## src/rtl/tod_pkg.sv

```systemverilog
// Shared time-of-day types, limits and helper functions for the TOD counter.
package tod_pkg;

  localparam int MAX_H  = 23;
  localparam int MAX_MS = 59;
  localparam int H_W    = 5;
  localparam int MS_W   = 6;

  typedef struct packed {
    logic [H_W-1:0]  h;
    logic [MS_W-1:0] m;
    logic [MS_W-1:0] s;
  } hms_t;

  typedef struct packed {
    hms_t t;
    logic wrap;
  } hms_inc_t;

  // True when every field of t lies inside its legal 24 h range.
  function automatic logic hms_valid(input hms_t t);
    return (t.h <= H_W'(MAX_H)) && (t.m <= MS_W'(MAX_MS)) && (t.s <= MS_W'(MAX_MS));
  endfunction

  // Advance t by one second; wrap flags the midnight rollover.
  function automatic hms_inc_t hms_inc(input hms_t t);
    hms_inc_t r;
    r.t    = t;
    r.wrap = 1'b0;
    if (t.s == MS_W'(MAX_MS)) begin
      r.t.s = '0;
      if (t.m == MS_W'(MAX_MS)) begin
        r.t.m = '0;
        if (t.h == H_W'(MAX_H)) begin
          r.t.h  = '0;
          r.wrap = 1'b1;
        end else begin
          r.t.h = t.h + H_W'(1);
        end
      end else begin
        r.t.m = t.m + MS_W'(1);
      end
    end else begin
      r.t.s = t.s + MS_W'(1);
    end
    return r;
  endfunction

endpackage

```

## src/rtl/tod_clock_counter_hrs24_to_12.sv

```systemverilog
// Combinational 24 h to 12 h + PM formatter for the hour display path.
module hrs24_to_12
  import tod_pkg::*;
(
  input  logic [H_W-1:0] h24,
  input  logic           fmt12,
  output logic [H_W-1:0] h_out,
  output logic           pm
);

  // Map the stored 24 h hour onto the selected display format.
  always_comb begin
    h_out = h24;
    pm    = 1'b0;
    if (fmt12) begin
      if (h24 == H_W'(0)) begin
        h_out = H_W'(12);
        pm    = 1'b0;
      end else if (h24 < H_W'(12)) begin
        h_out = h24;
        pm    = 1'b0;
      end else if (h24 == H_W'(12)) begin
        h_out = H_W'(12);
        pm    = 1'b1;
      end else begin
        h_out = h24 - H_W'(12);
        pm    = 1'b1;
      end
    end else begin
      h_out = h24;
      pm    = 1'b0;
    end
  end

endmodule

```

## src/rtl/tod_clock_counter.sv

```systemverilog
// Time-of-day counter: prescaled seconds, load path, alarm comparators, 12/24 h output.
module tod_clock_counter
  import tod_pkg::*;
#(
  parameter int PRESCALE = 1,
  parameter int N_ALARMS = 4,
  parameter int AIDX_W   = 2
) (
  input  logic                clk,
  input  logic                rst_n,
  input  logic                tick_en,
  input  logic                fmt12,
  input  logic                load,
  input  logic [H_W-1:0]      load_h,
  input  logic [MS_W-1:0]     load_m,
  input  logic [MS_W-1:0]     load_s,
  input  logic                alarm_wr,
  input  logic [AIDX_W-1:0]   alarm_idx,
  input  logic [H_W-1:0]      alarm_h,
  input  logic [MS_W-1:0]     alarm_m,
  input  logic [MS_W-1:0]     alarm_s,
  input  logic                alarm_en_in,
  output logic [H_W-1:0]      h_out,
  output logic [MS_W-1:0]     m_out,
  output logic [MS_W-1:0]     s_out,
  output logic                pm,
  output logic                day_wrap,
  output logic [N_ALARMS-1:0] alarm_hit,
  output logic                cfg_err
);

  localparam int PS_W = (PRESCALE > 1) ? $clog2(PRESCALE) : 1;

  hms_t                time_q, time_d;
  logic [PS_W-1:0]     pre_q, pre_d;
  hms_t                alm_q [N_ALARMS];
  hms_t                alm_d [N_ALARMS];
  logic [N_ALARMS-1:0] alm_en_q, alm_en_d;
  logic                day_wrap_q, day_wrap_d;
  logic [N_ALARMS-1:0] hit_q, hit_d;
  logic                cfg_err_q, cfg_err_d;

  hms_t     load_t_s;
  hms_t     alm_t_s;
  hms_inc_t inc_s;
  logic     load_ok_s;
  logic     wr_ok_s;
  logic     sec_inc_s;

  assign load_t_s  = {load_h, load_m, load_s};
  assign alm_t_s   = {alarm_h, alarm_m, alarm_s};
  assign load_ok_s = hms_valid(load_t_s);
  assign wr_ok_s   = hms_valid(alm_t_s) && (int'(alarm_idx) < N_ALARMS);
  assign sec_inc_s = tick_en && (pre_q == PS_W'(PRESCALE - 1));
  assign inc_s     = hms_inc(time_q);

  // Time and prescaler next state; any load request suppresses counting that cycle.
  always_comb begin
    time_d     = time_q;
    pre_d      = pre_q;
    day_wrap_d = 1'b0;
    hit_d      = '0;
    if (load) begin
      if (load_ok_s) begin
        time_d = load_t_s;
        pre_d  = '0;
      end else begin
        time_d = time_q;
      end
    end else if (tick_en) begin
      if (sec_inc_s) begin
        pre_d      = '0;
        time_d     = inc_s.t;
        day_wrap_d = inc_s.wrap;
        // Compare against the registered alarms so a same-cycle write sees the old value.
        for (int i = 0; i < N_ALARMS; i++) begin
          hit_d[i] = alm_en_q[i] && (alm_q[i] == inc_s.t);
        end
      end else begin
        pre_d = pre_q + PS_W'(1);
      end
    end else begin
      pre_d = pre_q;
    end
  end

  // Alarm table next state: only an in-range write to an existing channel lands.
  always_comb begin
    alm_d    = alm_q;
    alm_en_d = alm_en_q;
    for (int i = 0; i < N_ALARMS; i++) begin
      if (alarm_wr && wr_ok_s && (int'(alarm_idx) == i)) begin
        alm_d[i]    = alm_t_s;
        alm_en_d[i] = alarm_en_in;
      end else begin
        alm_d[i]    = alm_q[i];
        alm_en_d[i] = alm_en_q[i];
      end
    end
  end

  // Rejected configuration of either kind yields a single error pulse.
  always_comb begin
    cfg_err_d = (load && !load_ok_s) || (alarm_wr && !wr_ok_s);
  end

  // State and pulse registers with synchronous active-low reset.
  always_ff @(posedge clk) begin
    if (!rst_n) begin
      time_q     <= '0;
      pre_q      <= '0;
      alm_en_q   <= '0;
      day_wrap_q <= 1'b0;
      hit_q      <= '0;
      cfg_err_q  <= 1'b0;
      for (int i = 0; i < N_ALARMS; i++) begin
        alm_q[i] <= '0;
      end
    end else begin
      time_q     <= time_d;
      pre_q      <= pre_d;
      alm_en_q   <= alm_en_d;
      day_wrap_q <= day_wrap_d;
      hit_q      <= hit_d;
      cfg_err_q  <= cfg_err_d;
      for (int i = 0; i < N_ALARMS; i++) begin
        alm_q[i] <= alm_d[i];
      end
    end
  end

  hrs24_to_12 u_fmt (
    .h24   (time_q.h),
    .fmt12 (fmt12),
    .h_out (h_out),
    .pm    (pm)
  );

  assign m_out     = time_q.m;
  assign s_out     = time_q.s;
  assign day_wrap  = day_wrap_q;
  assign alarm_hit = hit_q;
  assign cfg_err   = cfg_err_q;

endmodule

```

## config.mk

```make
export PLATFORM = sky130hd
export DESIGN_NAME = tod_clock_counter
export DESIGN_NICKNAME = d
export VERILOG_FILES = /design/src/rtl/tod_pkg.sv /design/src/rtl/tod_clock_counter_hrs24_to_12.sv /design/src/rtl/tod_clock_counter.sv
export SDC_FILE = /design/constraint.sdc
export NUM_CORES = 1
export LEC_CHECK = 0
export BUFFER_PORTS_ARGS = -buffer_cell sky130_fd_sc_hd__buf_2
export CORE_ASPECT_RATIO = 1.75
export CORE_MARGIN = 5
export CORE_UTILIZATION = 30
export CTS_CLUSTER_SIZE = 24
export DETAILED_ROUTE_END_ITERATION = 16
export PLACE_DENSITY_LB_ADDON = 0.15
export SLEW_MARGIN = 20
export SYNTH_ARGS = -nofsm -noshare
export SYNTH_HDL_FRONTEND = slang
export SYNTH_HIERARCHICAL = 1
export SYNTH_SLANG_ARGS = --single-unit
```

## constraint.sdc

```tcl
create_clock -name clk -period 4 [get_ports clk]
set_input_delay 0.8 -clock clk [delete_from_list [all_inputs] [get_ports clk]]
set_output_delay 0.8 -clock clk [all_outputs]
set_load 0.005 [all_outputs]
```

After elaboration in Yosys (flattened, before gate mapping) --
Cells that the tools add are included.
Storage, ports and cells: register bits after elaboration 96, bits of input ports 43
Cells by class: $add $sub $neg 5, order comparisons 7, eq/ne operators 12, mux-type cells 21, bitwise operators 6, reductions and logical operators 27
Operators with widths (count):
- $eq A17 B17 Y1 | 4
- $mux W17 | 4
- $mux W5 | 6
- $le A6 B6 Y1 const B | 4
- $logic_and A1 B1 Y1 | 16
- $add A6 B1 Y6 const B | 2
- $eq A6 B6 Y1 const B | 2
- $mux W6 | 2
- $mux W11 | 1
- $le A5 B5 Y1 const B | 2
- $mux W1 | 8
- $not A1 Y1 | 6
- $reduce_or A6 Y1 | 1
- $add A5 B1 Y5 const B | 1
- $eq A5 B4 Y1 const B | 1
- $eq A5 B5 Y1 const B | 1
- $logic_not A5 Y1 | 1
- $lt A5 B4 Y1 const B | 1
- $sub A5 B4 Y5 const B | 1
- $eq A2 B2 Y1 const B | 2
- $reduce_bool A2 Y1 | 2
- $reduce_or A4 Y1 | 1
- $reduce_and A3 Y1 | 1
- $eq A2 B1 Y1 const B | 1
- other kinds (6) | 7

Depth between registers and ports, before layout --
Gate-level depths: netlist of run 1.
depth in word-level cells 7, mapped depth 11, gate-level depth less buffers 8

By module --
The synthesis of run 1 kept the hierarchy.
By module, submodules not included:
- tod_clock_counter | times used 1, cells an instance 731, area an instance 6165.9 sq um
- hrs24_to_12 | times used 1, cells an instance 20, area an instance 140.1 sq um

Worst setup path before layout of run 1 --
Ideal clock, no wire load.
path kind flip-flop to flip-flop, start register time_q (netlist bit s_out[1]), end register hit_q[3], in the netlist alarm_hit[3], setup time 0.088 ns, arrival 2.345 ns, setup slack 1.567 ns, stages on the path, launching flop included 10, buffers on the path 2, period minus slack after synthesis 2.433 ns, cells stage by stage dfxtp_1 -> ha_1 -> buf_2 -> nand3_4 -> or4_4 -> buf_6 -> nand3_2 -> o21ai_1 -> or4_1 -> nor4_2
On the way: cells in the longest elaborated chain, start to end 4, elaborated cells on any way between the ends 6
Ends and longest elaborated chain:
- from (decl) | line tod_clock_counter.sv:34 | hms_t time_q, time_d;
- from (signal assigned) | line tod_clock_counter.sv:120 | time_q <= time_d;
- $add A6 B1 Y6 / $eq A6 B6 Y1 (equally long branches) | line tod_pkg.sv:44, tod_pkg.sv:30
- $mux W6 / $mux W11 (equally long branches) | line tod_pkg.sv:30 | if (t.s == MS_W'(MAX_MS)) begin
- $eq A17 B17 Y1 (*) | line tod_clock_counter.sv:77 | hit_d[i] = alm_en_q[i] && (alm_q[i] == inc_s.t);
- $logic_and A1 B1 Y1 (*) | line tod_clock_counter.sv:77
- to (signal assigned) | line tod_clock_counter.sv:124 | hit_q <= hit_d;
- to (decl) | line tod_clock_counter.sv:40 | logic [N_ALARMS-1:0] hit_q, hit_d;
Mark *: on every way between the ends. The rest lies on a longest branch, timed or not. A chain may end at the register's enable or synchronous reset.

Worst setup path after layout of run 1 --
start register time_q (netlist bit m_out[0]), end register hit_q[2], in the netlist alarm_hit[2]
On the way: cells in the longest elaborated chain, start to end 5, elaborated cells on any way between the ends 7
Ends and longest elaborated chain:
- $add A6 B1 Y6 / $eq A6 B6 Y1 (equally long branches) | line tod_pkg.sv:41, tod_pkg.sv:32
- $mux W6 / $mux W5 (equally long branches) | line tod_pkg.sv:32 | if (t.m == MS_W'(MAX_MS)) begin
- $mux W11 (*) | line tod_pkg.sv:30
- $eq A17 B17 Y1 (*) | line tod_clock_counter.sv:77
- $logic_and A1 B1 Y1 (*) | line tod_clock_counter.sv:77
Marks and branches as above.

==> results.md, run 1 <==
- Run status: finished, final reports clean
- Routed wl met2: 13.0 mm
- Sequential fraction of design power: 43.9%
- HP Start: alm_en_q[0]
- Post-detailed-route DRC marker count: 0
- Global-route total usage across every layer: 20.6%
- Max_slew headroom: 46.4%
- Data arrival time of the critical path: between 3 and 4 ns
- Most frequently used flop master after synthesis: sky130_fd_sc_hd__dfxtp_1
- Vertical extent of the die: approximately 200 um
- Gate power share: ~20%
- Worst supply voltage drop on vdd: 159 uV
- Startpoint class of the critical path: flop
- Gp weighted congestion: 0.956
- Clk Latency, worst-skew pair: 0.37 ns
- Total Wirelength: 25.2 mm
- Internal power consumption: 1.62 mW
- Worst Skew: about 0.0094 ns
- Sequential-to-total area share from yosys stat: 30.5%
- Setup slack on the worst flop-to-flop path: 0.66 ns
- Clock Power Share: 36.1%
- Final slew viol count: 0
- Detailed-placement wirelength estimate: around 19 mm
- Number of distinct library cells after synthesis: 82
- Number of gates resized after CTS: 0
- Top-count cell post-synth: sky130_fd_sc_hd__dfxtp_1
- Uppermost routed layer: met4
- Power density over the cells: 342 nW/um^2
- Sw Ratio: around 33%
- Post-route met1 wirelength: 9.83 mm
- Minimum period implied by the final worst setup slack: 3.34 ns
- Post-synthesis instance area: 6310 sq um
- Placement row count: 70
- Delay of the slowest cell on the worst path: 0.60 ns
- Critical path, cell by cell: ha_1 > nand4_1 > nand2b_1 > nor3_2 > nor3_1 > a211oi_2 > or4b_1 > nor4_2
- Total cell area at the placement stage: 6750 sq um
- Final setup vio count: 0
- Design Power: 2.41 mW
- Critical path data required time: 4.28 ns
- Initial antenna violation count: 0
- Fraction of synthesis flops using an asynchronous set or reset pin: 0%
- Critical path origin: m_out[0]
- CP endpoint kind: flop
- Setup repair after global routing missed its margin: no
- Drt pass-1 iters: 5
- Count of routing violations after the opening detailed-route iteration: 422
- Largest net degree at the start of global routing: 92
- Core area: around 21000 sq um
- Fmax: 299 MHz
- Buffer type at the clock tree root: sky130_fd_sc_hd__clkbuf_16
- CTS tree: yes
- Global-route wire length before repair: approximately 37 mm
- Max_cap viols: 0
- Number of buffers created by CTS: 9
- PortBufs: 66
- Number of instances in the synthesized netlist: 751
- Share of layout cells above drive strength 1: 16.4%
- Cell family contributing the most delay on the critical path: simple AND/OR/NAND/NOR gates
- Count of yosys warnings during synthesis: 6
- Nets@finish: 829
- Area Overhead vs Synth: 11.5%
- Max stage delay cell, worst path: sky130_fd_sc_hd__dfxtp_1
- Reg-to-reg startpoint: m_out[0]
- Critical-path maximum fanout: 12
- Final clock period utilization by the worst path: 83.6%
- Area of all placed cells without fillers: 7030 sq um
- Top post-synthesis cells by area: sky130_fd_sc_hd__dfxtp_1 (30%), sky130_fd_sc_hd__mux2i_1 (12%), sky130_fd_sc_hd__nor2b_1 (7.5%), sky130_fd_sc_hd__nand2_1 (3.7%), sky130_fd_sc_hd__xnor2_1 (3.1%)
- Worst Path Buf+Inv: 0
- Max H-tree Level: 3
- Wire length per cell after detailed routing: 24.3 um
- Post-synth top cells: sky130_fd_sc_hd__dfxtp_1 (96), sky130_fd_sc_hd__mux2i_1 (76), sky130_fd_sc_hd__nor2b_1 (76)
- Setup TNS: 0 ns
- Buffers from clock root to sink, at most: 2
- Top Ports: 67
- Hold Crit Class: flop to flop
- DIE WIDTH: 120 um
- Detailed-route via count: 5769
- Static Leakage: 2.59 nW
- Effective utilization at floorplan: 30.3%
- Mean number of vias per cell: 5.56
- Number of nets in the synthesized netlist: 799
- Met3 routed wirelength: roughly 910 um
- Avg Inst Size Synth: approximately 8.4 sq um
- Net load switching power: 784 uW
- # hold bufs at CTS: 0
- Path type of the worst setup path: flop to flop
- Inserted Diodes: 0
- Dominant cell type by area after synthesis: sky130_fd_sc_hd__dfxtp_1
- Yosys top cell area share: 30.5%
- Full die area: roughly 24000 sq um
- Remaining Overflow, GRT: 0
- Antenna Violating Nets Remaining: 0
- Actual slew at the worst max-slew pin: 0.791 ns
- Number of flops mapped to enable cells by yosys: 0
- Number of hold violations in the final report: 0
- Clock slew at the register clock pins of the worst setup and hold paths: approximately 0.08 ns
- Post-CTS Setup Inserts: 0
- Number of global-route vias before repair: 5749
- Clock sink count: 96
- Flip-flop and latch count after synthesis: 96
worst min-delay path, stage by stage (launching register included):
cell and delay [ns]:
sky130_fd_sc_hd__dfxtp_1 0.33, sky130_fd_sc_hd__mux2i_1 0.07, sky130_fd_sc_hd__nor2b_1 0.09
cells in the final DEF (no fill, tap or decap), types with 9 or more instances in the layout:
| cell | n |
|---|---|
| sky130_fd_sc_hd__clkbuf_16 | 9 |
| sky130_fd_sc_hd__nor2_1 | 32 |
| sky130_fd_sc_hd__buf_4 | 16 |
| sky130_fd_sc_hd__o22ai_1 | 11 |
| sky130_fd_sc_hd__a21oi_1 | 32 |
| sky130_fd_sc_hd__xor2_1 | 22 |
| sky130_fd_sc_hd__mux2i_1 | 76 |
| sky130_fd_sc_hd__nor2b_1 | 76 |
| sky130_fd_sc_hd__dfxtp_1 | 96 |
| sky130_fd_sc_hd__nand3_1 | 23 |
| sky130_fd_sc_hd__o21ai_0 | 34 |
| sky130_fd_sc_hd__xnor2_1 | 22 |
| sky130_fd_sc_hd__o211ai_1 | 10 |
| sky130_fd_sc_hd__nand2_1 | 62 |
| sky130_fd_sc_hd__buf_2 | 66 |
| sky130_fd_sc_hd__nor3_1 | 11 |
| sky130_fd_sc_hd__inv_1 | 22 |
| sky130_fd_sc_hd__nand4_1 | 12 |
metal layers:
| layer | vias to the layer above | track usage [%] |
|---|---|---|
| met3 | 58 | 2.41 |
| met4 | 0 | 12.5 |
| li1 | 2744 | - |
| met2 | 178 | 36.7 |
| met5 | - | 0 |
| met1 | 2789 | 23.3 |
registers in the layout, summed over array words and instances, names as in the netlist:
register and count:
cfg_err 1, m_out 6, day_wrap 1, s_out 6, pre_q 1, time_q 5, alm_q 68, alarm_hit 4
alm_en_q 4
stage by stage:
step	hold WS [ns]	instances	util (%)	worst slack, ns
floorplan	0.482	751	-	1.57
global placement	0.502	1022	32.4	0.752
detailed placement	0.508	1022	32.4	0.759
CTS	0.524	1038	33.7	0.721
global route	0.542	1038	33.7	0.473
finish	0.523	1038	33.7	0.656
final cells by class:
| cell class | count | area (sq um) |
|---|---|---|
| timing repair buffer | 82 | 450 |
| inverter | 22 | 82.6 |
| multi-input combinational | 570 | 3980 |
| clock inverter | 5 | 40.0 |
| fill | 2278 | 13800 |
| clock buffer | 11 | 243 |
| sequential | 96 | 1920 |
| tap | 252 | 315 |
power groups by stage:
| stage | sequential [mW] | combinational, mW | clock (mW) |
|---|---|---|---|
| 6_report | 1.06 | 0.482 | 0.869 |
| 3_3_place_gp | 1.08 | 0.480 | 0 |
| 5_1_grt | 1.06 | 0.519 | 0.914 |
| 2_1_floorplan | 1.04 | 0.327 | 0 |
| 3_5_place_dp | 1.08 | 0.477 | 0 |
| 4_1_cts | 1.06 | 0.478 | 0.883 |
logic make-up (layout without fill, tap and decap cells):
logic type,after synthesis,after routing,share of synthesized area (%)
and+or+nand+nor,276,276,25.1
AOI/OAI and AO/OA,165,165,17.9
DFF,96,96,30.5
buffers and inverters,85,120,6.63
muxes,80,80,12.8
xor gates and xnor gates,44,44,6.11
adders and majority gates,5,5,0.992
final timing paths:
| path | endpoint | depth (start not counted) |
|---|---|---|
| worst min-delay path | alm_en_q[0] | 2 |
| worst max register to register | alarm_hit[2] | 8 |
| worst min register to register | alm_en_q[0] | 2 |
| worst max-delay path | alarm_hit[2] | 8 |
Note: power is estimated with default switching activity, not from simulation.
==> run 2, diff against run 1 <==
ABC_AREA = 1   (was default)
clock period = 3.3 ns   (was 4 ns; I/O delays follow)
==> run 2 against run 1 <==
Net effect: worst hold slack worse by 0.070 ns; sequential power up 21%; sequential share of layout area up 2.9 points; largest cell class unchanged; non-clock buffer count down 7; clock power up 17%; clock skew up 0.0043 ns; count of clock-buffer cells in the layout down 2; critical endpoint unchanged; highest routed layer unchanged; power up 19%.
==> results.md, run 2 <==
- Data arrival time of the critical path: 2.72 ns (was 3.62 ns)
- Post-CTS Setup Inserts: 0 (unchanged)
- Avg Inst Size Synth: 6.42 sq um (was 8.40 sq um)
- Setup repair after global routing missed its margin: no (unchanged)
- Delay of the slowest cell on the worst path: 0.60 ns (about the same)
- Clk Latency, worst-skew pair: 0.36 ns (was 0.37 ns)
- Max stage delay cell, worst path: sky130_fd_sc_hd__a21boi_1 (was sky130_fd_sc_hd__dfxtp_1)
- Worst Skew: 0.0137 ns (was 0.00940 ns)
- Max_cap viols: 0 (unchanged)
- Internal power consumption: 1.93 mW (was 1.62 mW)
- # hold bufs at CTS: 0 (unchanged)
- CTS tree: yes (unchanged)
- Global-route wire length before repair: 29.3 mm (was 37.3 mm)
- Path type of the worst setup path: flop to flop (unchanged)
- Sequential fraction of design power: 44.6% (was 43.9%)
- Net load switching power: 934 uW (was 784 uW)
- Setup WS pre-CTS: 0.475 ns (was 0.759 ns)
- Critical path, cell by cell: ha_1 > inv_1 > nor2_1 > nand2_2 > nand2_1 > a21boi_1 > nand2_1 > nand2_1 > nor2_1 > nand3_1 > nor2_1 (was ha_1 > nand4_1 > nand2b_1 > nor3_2 > nor3_1 > a211oi_2 > or4b_1 > nor4_2)
- Count of routing violations after the opening detailed-route iteration: 307 (was 422)
- Count of yosys warnings during synthesis: 6 (unchanged)
- Core area: 18500 sq um (was 20800 sq um)
- Mean number of vias per cell: 4.79 (was 5.56)
- Number of nets in the synthesized netlist: 924 (was 799)
- Flip-flop and latch count after synthesis: 96 (unchanged)
- Dominant cell type by area after synthesis: sky130_fd_sc_hd__dfxtp_1 (unchanged)
- Largest net degree at the start of global routing: 67 (was 92)
- Most frequently used flop master after synthesis: sky130_fd_sc_hd__dfxtp_1 (unchanged)
- CP endpoint kind: flop (unchanged)
- Minimum period implied by the final worst setup slack: 2.47 ns (was 3.34 ns)
- Clock slew at the register clock pins of the worst setup and hold paths: 0.07 ns (was 0.08 ns)
- Max_slew headroom: 54.6% (was 46.4%)
- Startpoint class of the critical path: flop (unchanged)
- Gp weighted congestion: 0.825 (was 0.956)
- Remaining Overflow, GRT: 0 (unchanged)
- Effective utilization at floorplan: 30.4% (was 30.3%)
- Fmax: 405 MHz (was 299 MHz)
- Post-synth top cells: sky130_fd_sc_hd__nand2_1 (221), sky130_fd_sc_hd__inv_1 (111), sky130_fd_sc_hd__dfxtp_1 (96) (was sky130_fd_sc_hd__dfxtp_1 (96), sky130_fd_sc_hd__mux2i_1 (76), sky130_fd_sc_hd__nor2b_1 (76))
- Total Wirelength: 18.7 mm (was 25.2 mm)
- Min setup slack post-route: 0.829 ns (was 0.656 ns)
- Vertical extent of the die: 191 um (was 202 um)
- Final slew viol count: 0 (unchanged)
- Number of buffers created by CTS: 9 (unchanged)
- Global-route total usage across every layer: 17.5% (was 20.6%)
- Critical-path maximum fanout: 8 (was 12)
- Post-detailed-route DRC marker count: 0 (unchanged)
- Actual slew at the worst max-slew pin: 0.679 ns (was 0.791 ns)
- Sequential-to-total area share from yosys stat: 34.2% (was 30.5%)
- Largest register FFs: 68 (unchanged)
- Sw Ratio: 32.6% (about the same)
- Final Non-Filler Cells: 1159 (was 1038)
- Wire length per cell after detailed routing: 16.1 um (was 24.3 um)
- Detailed-route via count: 5546 (was 5769)
- Initial antenna violation count: 0 (unchanged)
- Top library cells by usage in the layout, fill and taps aside: sky130_fd_sc_hd__nand2_1 (221), sky130_fd_sc_hd__inv_1 (111), sky130_fd_sc_hd__dfxtp_1 (96), sky130_fd_sc_hd__a21oi_1 (91), sky130_fd_sc_hd__o21ai_0 (86) (was sky130_fd_sc_hd__dfxtp_1 (96), sky130_fd_sc_hd__mux2i_1 (76), sky130_fd_sc_hd__nor2b_1 (76), sky130_fd_sc_hd__buf_2 (66), sky130_fd_sc_hd__nand2_1 (62))
- Critical path data required time: 3.55 ns (was 4.28 ns)
- Final setup vio count: 0 (unchanged)
- Number of hold violations in the final report: 0 (unchanged)
- Static Leakage: 2.88 nW (was 2.59 nW)
- Register ranked first by flip-flop count: alm_q (unchanged)
- Clock Power Share: 35.6% (was 36.1%)
- Post-synthesis instance area: 5620 sq um (was 6310 sq um)
- Nets@finish: 964 (was 829)
- Inserted Diodes: 0 (unchanged)
- Top post-synthesis cells by area: sky130_fd_sc_hd__dfxtp_1 (34%), sky130_fd_sc_hd__nand2_1 (15%), sky130_fd_sc_hd__a21oi_1 (8.1%), sky130_fd_sc_hd__o21ai_0 (7.7%), sky130_fd_sc_hd__inv_1 (7.4%) (was sky130_fd_sc_hd__dfxtp_1 (30%), sky130_fd_sc_hd__mux2i_1 (12%), sky130_fd_sc_hd__nor2b_1 (7.5%), sky130_fd_sc_hd__nand2_1 (3.7%), sky130_fd_sc_hd__xnor2_1 (3.1%))
- Antenna Violating Nets Remaining: 0 (unchanged)
- Power density over the cells: 451 nW/um^2 (was 342 nW/um^2)
- Area Overhead vs Synth: 13.0% (was 11.5%)
- Most common library cell in the layout ignoring fill and taps: sky130_fd_sc_hd__nand2_1 (was sky130_fd_sc_hd__dfxtp_1)
- Share of layout cells above drive strength 1: 14.4% (was 16.4%)
- Number of instances in the synthesized netlist: 876 (was 751)
- Full die area: 21700 sq um (was 24100 sq um)
- Detailed-placement wirelength estimate: 14.5 mm (was 19.3 mm)
- Top-count cell post-synth: sky130_fd_sc_hd__nand2_1 (was sky130_fd_sc_hd__dfxtp_1)
- Final clock period utilization by the worst path: 74.9% (was 83.6%)
- Buffers from clock root to sink, at most: 2 (unchanged)
- Top Ports: 67 (unchanged)
- DIE WIDTH: 113 um (was 120 um)
- Setup TNS: 0 ns (unchanged)
- Buffer type at the clock tree root: sky130_fd_sc_hd__clkbuf_16 (unchanged)
- Run status: finished, final reports clean (unchanged)
- Clock sink count: 96 (unchanged)
- Number of distinct library cells after synthesis: 34 (was 82)
- Fraction of synthesis flops using an asynchronous set or reset pin: 0% (unchanged)
- Max H-tree Level: 3 (unchanged)
- Number of global-route vias before repair: 5330 (was 5749)
- PortBufs: 66 (unchanged)
- Number of gates resized after CTS: 0 (unchanged)
- Hold Crit Class: flop to flop (unchanged)
- Number of flops mapped to enable cells by yosys: 0 (unchanged)
- Worst supply voltage drop on vdd: 197 uV (was 159 uV)
- Yosys top cell area share: 34.2% (was 30.5%)
- Gate power share: 19.7% (was 20.0%)
- Placement row count: 66 (was 70)
- Drt pass-1 iters: 5 (unchanged)
- DP Cell Count: 1143 (was 1022)
-- run 2: metal layers --
| layer | GRT usage, % | share of wire (%) |
|---|---|---|
| met4 | 6.94 | 2.8 |
| met2 | 31.5 | 51 |
| met1 | 20.7 | 43 |
| met5 | 0 | 0 |
| met3 | 2.06 | 3.1 |
-- run 2: logic make-up (layout without fill, tap and decap cells) --
| logic type | count (synthesis) | count (layout) | synth area share, % |
|---|---|---|---|
| compound gates | 193 | 193 | 17.8 |
| xor+xnor | 6 | 6 | 0.935 |
| fa+ha+maj | 5 | 5 | 1.11 |
| buf+inv | 166 | 211 | 12.3 |
| flops | 96 | 96 | 34.2 |
| simple gates | 410 | 410 | 33.6 |
-- run 2: worst max-delay path: cells and delay by family (launching register included) --
| kind | cells | cell delay [ns] |
|---|---|---|
| simple gates | 8 | 0.92 |
| buf+inv | 1 | 0.08 |
| compound gates | 1 | 0.60 |
| flops | 1 | 0.46 |
| fa+ha+maj | 1 | 0.30 |
-- run 2: area by class of cell --
| cell class | count | area (sq um) |
|---|---|---|
| tap | 238 | 298 |
| multi-input combinational | 614 | 3010 |
| clock inverter | 7 | 52.6 |
| inverter | 120 | 450 |
| timing repair buffer | 75 | 398 |
| clock buffer | 9 | 225 |
| sequential | 96 | 1920 |
| fill | 2115 | 12100 |
-- run 2: stage by stage --
| step | hold WS (ns) | power (mW) | area (sq um) | util [%] |
|---|---|---|---|---|
| after floorplan | 0.424 | 1.68 | 5620 | - |
| after global placement | 0.439 | 1.88 | 6070 | 32.8 |
| after detailed placement | 0.444 | 1.87 | 6070 | 32.8 |
| after CTS | 0.455 | 2.90 | 6350 | 34.3 |
| after global routing | 0.486 | 3.02 | 6350 | 34.3 |
| final | 0.454 | 2.86 | 6350 | 34.3 |
-- run 2: final timing paths --
path	startpoint	depth (start not counted)	slack, ns	end
setup reg to reg	s_out[0]	11	0.83	alarm_hit[2]
hold / removal	alm_en_q[3]	2	0.45	alm_en_q[3]
setup / recovery	s_out[0]	11	0.83	alarm_hit[2]
hold reg to reg	alm_en_q[3]	2	0.45	alm_en_q[3]
-- run 2: power groups by stage --
stage / Clock [mW] / Sequential [mW] / Combinational (mW)
after global routing: 1.09 / 1.29 / 0.641
after global placement: 0 / 1.30 / 0.572
final: 1.02 / 1.28 / 0.565
after floorplan: 0 / 1.29 / 0.397
after detailed placement: 0 / 1.30 / 0.571
after CTS: 1.05 / 1.28 / 0.573
==> run 3, diff against run 2 <==
clock period = 2.12 ns   (was 3.3 ns; I/O delays follow)
==> run 3 against run 2 <==
Net effect: cell count grew 3.7%; clock skew is 0.0034 ns lower; sequential power up 53%; setup slack lost 0.71 ns; critical path type unchanged; critical endpoint is now alarm_hit[0]; highest routed layer unchanged.
==> results.md, run 3 (synthesized netlist as in run 2, its figures left out) <==
- Core area: 18500 sq um (unchanged)
- Top library cells by usage in the layout, fill and taps aside: sky130_fd_sc_hd__nand2_1 (217), sky130_fd_sc_hd__inv_1 (111), sky130_fd_sc_hd__dfxtp_1 (92), sky130_fd_sc_hd__a21oi_1 (91), sky130_fd_sc_hd__o21ai_0 (86) (was sky130_fd_sc_hd__nand2_1 (221), sky130_fd_sc_hd__inv_1 (111), sky130_fd_sc_hd__dfxtp_1 (96), sky130_fd_sc_hd__a21oi_1 (91), sky130_fd_sc_hd__o21ai_0 (86))
- Gp weighted congestion: 0.849 (was 0.825)
- Gate power share: 21.8% (was 19.7%)
- Critical Path Sink: alarm_hit[0] (was alarm_hit[2])
- Full die area: 21700 sq um (unchanged)
- Buffers from clock root to sink, at most: 2 (unchanged)
- Clk Latency, worst-skew pair: 0.36 ns (about the same)
- Design Power: 4.61 mW (was 2.86 mW)
- Max H-tree Level: 3 (unchanged)
- Placement row count: 66 (unchanged)
- Setup repair after global routing missed its margin: no (unchanged)
- Critical path, cell by cell: ha_4 > nand3_4 > nor2_8 > buf_12 > nand2_1 > nand2_1 > nand3_2 > xor2_1 > nor2_1 > nand3_1 > nor2_1 (was ha_1 > inv_1 > nor2_1 > nand2_2 > nand2_1 > a21boi_1 > nand2_1 > nand2_1 > nor2_1 > nand3_1 > nor2_1)
- Final slew viol count: 0 (unchanged)
- Max_cap viols: 0 (unchanged)
- Startpoint class of the critical path: flop (unchanged)
- Fmax: 501 MHz (was 405 MHz)
- Clock sink count: 96 (unchanged)
- Routing usage on met1: 21.0% (was 20.7%)
- Post-detailed-route DRC marker count: 0 (unchanged)
- Count of routing violations after the opening detailed-route iteration: 270 (was 307)
- Critical-path maximum fanout: 5 (was 8)
- Met2 Usage GRT: 31.6% (was 31.5%)
- Critical path origin: s_out[0] (unchanged)
- Sequential fraction of design power: 42.6% (was 44.6%)
- Buffer type at the clock tree root: sky130_fd_sc_hd__clkbuf_16 (unchanged)
- Final clock period utilization by the worst path: 94.2% (was 74.9%)
- Total Wirelength: 18.7 mm (about the same)
- Actual slew at the worst max-slew pin: 0.418 ns (was 0.679 ns)
- Worst Skew: 0.0103 ns (was 0.0137 ns)
- Internal power consumption: 3.10 mW (was 1.93 mW)
- Inserted Diodes: 0 (unchanged)
- Run status: finished, final reports clean (unchanged)
- Number of buffers created by CTS: 9 (unchanged)
- Detailed-route via count: 5701 (was 5546)
- Global-route total usage across every layer: 17.6% (was 17.5%)
- Post-route core utilization: 37.0% (was 34.3%)
- Nets@finish: 1007 (was 964)
- Net load switching power: 1.52 mW (was 934 uW)
- Capturing point of the worst reg2reg path: alarm_hit[0] (was alarm_hit[2])
- Hold Crit Class: input port to flop (was flop to flop)
- Wire length per cell after detailed routing: 15.6 um (was 16.1 um)
- Effective utilization at floorplan: 30.4% (unchanged)
- Largest register FFs: 68 (unchanged)
- Number of hold violations in the final report: 0 (unchanged)
- CP endpoint kind: flop (unchanged)
- Area Overhead vs Synth: 21.7% (was 13.0%)
- Setup slack on the worst flop-to-flop path: 0.12 ns (was 0.83 ns)
- R2R cell count: 11 (unchanged)
- Setup TNS: 0 ns (unchanged)
- Number of global-route vias before repair: 5485 (was 5330)
- Vertical extent of the die: 191 um (unchanged)
- Largest net degree at the start of global routing: 84 (was 67)
- Detailed-placement wirelength estimate: 14.4 mm (was 14.5 mm)
- Mean number of vias per cell: 4.74 (was 4.79)
- Data arrival time of the critical path: 2.30 ns (was 2.72 ns)
- Drt pass-1 iters: 4 (was 5)
- Global-route wire length before repair: 29.7 mm (was 29.3 mm)
- Remaining Overflow, GRT: 0 (unchanged)
- Antenna Violating Nets Remaining: 0 (unchanged)
- Initial antenna violation count: 0 (unchanged)
- Share of layout cells above drive strength 1: 19.9% (was 14.4%)
- Delay of the slowest cell on the worst path: 0.36 ns (was 0.60 ns)
- GR Util met3: 2.28% (was 2.06%)
- Sw Ratio: 32.9% (was 32.6%)
- Max_slew headroom: 72.1% (was 54.6%)
- Static Leakage: 3.14 nW (was 2.88 nW)
- Layer with the highest usage after global routing: met2 (unchanged)
- Clock Power Share: 35.6% (about the same)
- # hold bufs at CTS: 0 (unchanged)
- Power density over the cells: 675 nW/um^2 (was 451 nW/um^2)
- Top Ports: 67 (unchanged)
- Worst supply voltage drop on vdd: 304 uV (was 197 uV)
- Register ranked first by flip-flop count: alm_q (unchanged)
- Most common library cell in the layout ignoring fill and taps: sky130_fd_sc_hd__nand2_1 (unchanged)
- CTS tree: yes (unchanged)
- Reg-to-reg startpoint: s_out[0] (unchanged)
- Minimum period implied by the final worst setup slack: 2.00 ns (was 2.47 ns)
- Path type of the worst setup path: flop to flop (unchanged)
- Final setup vio count: 0 (unchanged)
- Clock slew at the register clock pins of the worst setup and hold paths: 0.07 ns (about the same)
- Max stage delay cell, worst path: sky130_fd_sc_hd__dfxtp_2 (was sky130_fd_sc_hd__a21boi_1)
- PortBufs: 66 (unchanged)
- DIE WIDTH: 113 um (unchanged)
- Critical path data required time: 2.42 ns (was 3.55 ns)
-- run 3: changes by cell type in the layout (fill, tap and decap cells not counted), sizes merged --
cell      delta
clkinv       -1
buf         +42
clkbuf       +1
clkinvlp     +1
-- run 3: metal layers --
layer  vias up  share of wire (%)
met4         0                2.5
li1       2989                  -
met1      2598                 43
met5         -                  0
met2        91                 52
met3        23                2.9
-- run 3: through the flow --
step           cell area, sq um  hold slack [ns]  setup slack (ns)  cells
6_report                   6840            0.319             0.124   1202
5_1_grt                    6840            0.337          0.000135   1202
4_1_cts                    6710            0.320            0.0176   1198
3_5_place_dp               6410            0.443           -0.0920   1181
3_3_place_gp               6410            0.437           -0.0647   1181
2_1_floorplan              5620            0.424             0.353    876
-- run 3: layout make-up --
type	count	area, sq um
timing repair buffer	118	783
clock inverter	7	63.8
sequential	96	1930
fill	2091	11700
tap	238	298
multi-input combinational	614	3090
clock buffer	9	225
inverter	120	450
-- run 3: worst max-delay path, delay by kind of cell (launching register included) --
kind	cells	cell delay (ns)
simple gates	8	1.10
xor+xnor	1	0.20
fa+ha+maj	1	0.16
buf+inv	1	0.12
flops	1	0.36
-- run 3: worst min-delay path by stage --
stage,from,endpoint,slack (ns),cells after the start
2_1_floorplan,alm_en_q[1],alm_en_q[1],0.42,2
3_3_place_gp,alm_en_q[3],alm_en_q[3],0.44,2
3_5_place_dp,alm_en_q[3],alm_en_q[3],0.44,2
4_1_cts,load_s[1],s_out[1],0.32,3
5_1_grt,load_s[1],s_out[1],0.34,3
6_report,load_s[1],s_out[1],0.32,3
-- run 3: what timing repair did --
action                                  CTS  global route
setup buffers                             1             4
gates resized for setup                   2            23
endpoints found under the setup margin    1             7
endpoints found under the hold margin     0             0
gates cloned                              0             0
pin swaps                                 0             3
-- run 3: power by group through the flow --
stage	Sequential (mW)	Clock [mW]	Combinational [mW]
finish	1.96	1.64	1.00
floorplan	2.00	0	0.617
global route	1.98	1.75	1.14
global placement	2.00	0	0.993
detailed placement	2.00	0	0.992
CTS	1.96	1.68	0.999
